===== config.mk =====
export PLATFORM = sky130hd
export DESIGN_NAME = i2s_rx
export DESIGN_NICKNAME = d
export VERILOG_FILES = /design/src/rtl/i2s_rx.sv
export SDC_FILE = /design/constraint.sdc
export NUM_CORES = 1
export LEC_CHECK = 0
export ABC_CLOCK_PERIOD_IN_PS = 3100
export CAP_MARGIN = 10
export CELL_PAD_IN_SITES_DETAIL_PLACEMENT = 0
export CELL_PAD_IN_SITES_GLOBAL_PLACEMENT = 1
export CORE_MARGIN = 2
export CORE_UTILIZATION = 42
export DETAILED_ROUTE_END_ITERATION = 10
export PLACE_DENSITY_LB_ADDON = 0.12
export REMOVE_ABC_BUFFERS = 1
export SYNTH_ARGS = -nofsm -noshare
export SYNTH_HDL_FRONTEND = slang
export SYNTH_SLANG_ARGS = --single-unit
export TNS_END_PERCENT = 1

===== constraint.sdc =====
create_clock -name clk -period 3.1 [get_ports clk]
set_input_delay 0.465 -clock clk [delete_from_list [all_inputs] [get_ports clk]]
set_output_delay 0.465 -clock clk [all_outputs]
set_load 0.02 [all_outputs]

===== src/rtl/i2s_rx.sv =====
// I2S master receiver: generates bclk/ws from the system clock and deserializes
// one 32-bit slot per frame from the microphone, after an optional warm-up.
module i2s_rx #(
  parameter int CLK_DIV        = 8,
  parameter int STARTUP_FRAMES = 4,
  parameter int CHANNEL        = 0
) (
  input  logic        clk,
  input  logic        reset,
  input  logic        enable,
  input  logic        sd,
  output logic        bclk,
  output logic        ws,
  output logic [31:0] sample_out,
  output logic        sample_valid,
  output logic        active
);

  localparam int DW = (CLK_DIV < 2) ? 1 : $clog2(CLK_DIV);
  localparam int FW = (STARTUP_FRAMES < 2) ? 1 : $clog2(STARTUP_FRAMES + 1);

  typedef enum logic [1:0] {IDLE, WARMUP, RUN} state_t;

  state_t        state;
  logic [DW-1:0] div_cnt;
  logic [5:0]    bit_cnt;
  logic [FW-1:0] frame_cnt;
  logic [31:0]   shift;
  logic          word_ok;

  logic          div_wrap;
  logic          fall;
  logic [5:0]    next_bit;
  logic [5:0]    win;

  assign div_wrap = (div_cnt == DW'(CLK_DIV - 1));
  assign fall     = (state != IDLE) && bclk && div_wrap;
  assign next_bit = bit_cnt + 6'd1;
  // Window index: one-bit I2S delay after ws, offset by 32 for the right slot.
  assign win      = bit_cnt - 6'd1 - 6'(32 * CHANNEL);

  always_ff @(posedge clk) begin
    if (!reset) begin
      state        <= IDLE;
      bclk         <= 1'b0;
      ws           <= 1'b0;
      sample_out   <= '0;
      sample_valid <= 1'b0;
      active       <= 1'b0;
      div_cnt      <= '0;
      bit_cnt      <= '0;
      frame_cnt    <= '0;
      shift        <= '0;
      word_ok      <= 1'b0;
    end else begin
      sample_valid <= 1'b0;
      if (!enable) begin
        state     <= IDLE;
        bclk      <= 1'b0;
        ws        <= 1'b0;
        active    <= 1'b0;
        div_cnt   <= '0;
        bit_cnt   <= '0;
        frame_cnt <= '0;
        shift     <= '0;
        word_ok   <= 1'b0;
      end else begin
        case (state)
          IDLE: begin
            if (STARTUP_FRAMES == 0) begin
              state  <= RUN;
              active <= 1'b1;
            end else begin
              state <= WARMUP;
            end
          end
          default: begin
            if (div_wrap) begin
              div_cnt <= '0;
              bclk    <= ~bclk;
            end else begin
              div_cnt <= div_cnt + DW'(1);
            end
            if (fall) begin
              bit_cnt <= next_bit;
              ws      <= next_bit[5];
              if (!win[5]) begin
                shift <= {shift[30:0], sd};
                if (win == 6'd0) word_ok <= (state == RUN);
                // A word only counts if its MSB was also taken while running.
                if (win == 6'd31 && word_ok && state == RUN) begin
                  sample_out   <= {shift[30:0], sd};
                  sample_valid <= 1'b1;
                end
              end
              if (bit_cnt == 6'd63) begin
                if (frame_cnt != FW'(STARTUP_FRAMES)) frame_cnt <= frame_cnt + FW'(1);
                if (state == WARMUP && frame_cnt == FW'(STARTUP_FRAMES - 1)) begin
                  state  <= RUN;
                  active <= 1'b1;
                end
              end
            end
          end
        endcase
      end
    end
  end

endmodule


==> reports/results.ini <==
[cts]
clk_path_buf_depth = 2
cts_hold_buf = 0
cts_tree = built
post_cts_buffers = 0
clock-sinks = 81
insertion_delay_ps = 340
clkTransAtPathRegs_ps = 80
cts_buffers = 9
htreeDepth = 3
cts-root-buf = clkbuf_8
cts-resized-gates = 0

[place]
place.gp.congestion = 0.807
hpwl_um = 3630
io_buffers = 39
placed_cells = 472
dpl_cell_area_um2 = 3710

[grt]
grt_pass1_wl_um = 10000
grt_usage = 0.146
antenna_found_initial = 0
first_global_vias = 2195
grt_max_degree = 68
grt_overflow = 0

[floorplanning]
core_area_um2 = 7650
start_util = 0.427
die_w_um = 92.2
pin_count = 40
die_h_um = 92.2
fp-row-count = 32
fp.dieArea_um2 = 8490

[power_and_ir_drop]
powerDensity_nw_per_um2 = 486
peakVddDrop_v = 0.000200
p_total_mw = 1.90
cellLeakagePower_nw = 1.49

[logic_synthesis]
synth_edf_count = 0
yosys.area.top_type = dfxtp_1
yosysSeqAreaShare = 0.497
ys_types = 29
ys_ff_latch = 81
ys.flop_type = dfxtp_1
synth_area_leaders = dfxtp_1 (50%), mux2i_1 (20%), nand2_1 (8.6%), nor2_1 (5.4%), ha_1 (3.4%)
yosysTopAreaCellShare = 0.497
synth.most_common_cell = dfxtp_1
yosysWarnings = 0
synth_area_um2 = 3260
postSynthCellCount = 349
synthArstFlopShare = 0
synthTopCellsByCount = dfxtp_1 (81), nand2_1 (75), mux2i_1 (65), nor2_1 (47), clkbuf_1 (16)
avgSynthCellArea_um2 = 9.35

[layout]
diodes = 0
nets = 394
area.growth.synth_to_final_pct = 20.1
nFillCells = 721
stdcell_area_um2 = 3920
drive_above_1_share = 0.0545
final-instance-count-excl-fill = 487

[detailed_routing]
drc = 0
routed_via_density = 4.73
drt-pass1-iter-count = 4
vias = 2302
drt_iter0_drc = 68
ant_nets = 0
avgRoutedWirePerCell_um = 11.9
drt-total-wl_um = 5790

[sta]
fmax_mhz = 403
fin_crit_sh = 0.800
relSlewSlack = 0.562
grt_setup_unrepaired = false
finalHoldViolCount = 0
hold_ws_ps = 456
period_minus_slack_ps = 2480
drv_slew = 0
tightestPinTransition_ps = 656
worst_clock_skew_ps = 6.34
setup-violations-final = 0

[critical_path]
rrSetupSlack_ps = 620
cp_cell_sequence = ha_1 -> ha_1 -> o211ai_1 -> nor3_4 -> or4b_2 -> buf_4 -> mux2i_1
critPathTopFamily = simple AND/OR/NAND/NOR gates
cp_max_fo = 32
cp_data_required_time_ps = 3310
cp.arrival_ps = 2690
end_kind = flop
crit_top_cell = ha_1
startpoint_type = flop
r2r_end = sample_out[3]
slowest_stage = or4b_2
regToRegStartpoint = div_cnt[0]
worst-path-buf-inv = 1
r2r_cells = 7
critPathKind = flop to flop
crit_path_max_incr_delay_ps = 590

[flow_run]
maxCapViolCount = 0

[min_path]
hold_depth = 2
min_path_type = flop to flop
min_to = sample_out[18]
hp-start = sample_out[18]

[outcome]
status = finished clean

## sequential cells by signal (all words and copies together), names as in the netlist
signal,flops
active,1
bclk,1
bit_cnt,5
div_cnt,3
frame_cnt,3
sample_out,32
sample_valid,1
shift,31
state,2
word_ok,1
ws,1
## tightest hold or removal path, delay by kind of cell (launching register included)
family | cells | cell delay, ps
simple gates | 1 | 50
mux | 1 | 50
flops | 1 | 310
## metal layers
metal / track usage / wire length, µm / vias up
li1: - / - / 1211
met1: 0.181 / 2880 / 1056
met2: 0.244 / 2660 / 27
met3: 0.0304 / 150 / 8
met4: 0.0634 / 95 / 0
met5: 0 / 0 / -
## metrics by stage
stage / worst slack (ps) / setup TNS, ps / util
detailed placement: 633 / 0 / 0.485
finish: 621 / 0 / 0.513
CTS: 607 / 0 / 0.513
global placement: 686 / 0 / 0.485
global route: 446 / 0 / 0.513
floorplan: -582 / -18610 / -
## power breakdown
group | leakage (nW) | internal (mW) | switching [mW]
logic | 0.736 | 0.00630 | 0.0260
clock network | 0.106 | 0.471 | 0.359
registers | 0.652 | 1.04 | 0.00140
## kinds of logic after synthesis
logic type      count (synthesis)  synth area share
simple gates                  142             0.181
compound gates                 14            0.0261
xor+xnor                        9            0.0241
fa+ha+maj                       9            0.0345
flops                          81             0.497
mux                            65             0.199
buf+inv                        29            0.0379
## placed cells by master (no fill, tap or decap), drive strengths merged
master         count
nor3b              1
clkdlybuf4s50     38
or3                2
nand3              2
xnor2              7
dfxtp             81
nand4              2
clkbuf            12
nor2              47
o21ba              1
a21oi              6
o211ai             1
buf                5
or4b               1
o31a               1
bufinv             2
ha                 9
xor2               2
or4                1
inv                7
and3               2
nor2b              2
nor3               5
o21a               1
a31oi              1
nor4               2
o21ai              3
nand2             75
mux2i             65
clkinv             1
## cell type report
cell class                 instances  area [µm²]  share of cell area
inverter                           7        26.3             0.00670
clock inverter                     3        65.1              0.0166
multi-input combinational        239        1520               0.387
timing repair buffer              43         415               0.106
clock buffer                      12         145              0.0370
tap                              102         128              0.0326
sequential                        81        1620               0.414
## worst max path at each step
stage               slack (ps)              to  cells after the start        from
finish                     620   sample_out[3]                      7  div_cnt[0]
floorplan                 -580   sample_out[0]                      5  bit_cnt[0]
global route               450  sample_out[15]                      7  div_cnt[0]
detailed placement         630   sample_out[7]                      7  div_cnt[0]
global placement           690  sample_out[25]                      5      enable
CTS                        610   sample_out[7]                      7  div_cnt[0]
No activity file was read; power rests on OpenSTA's default activity.
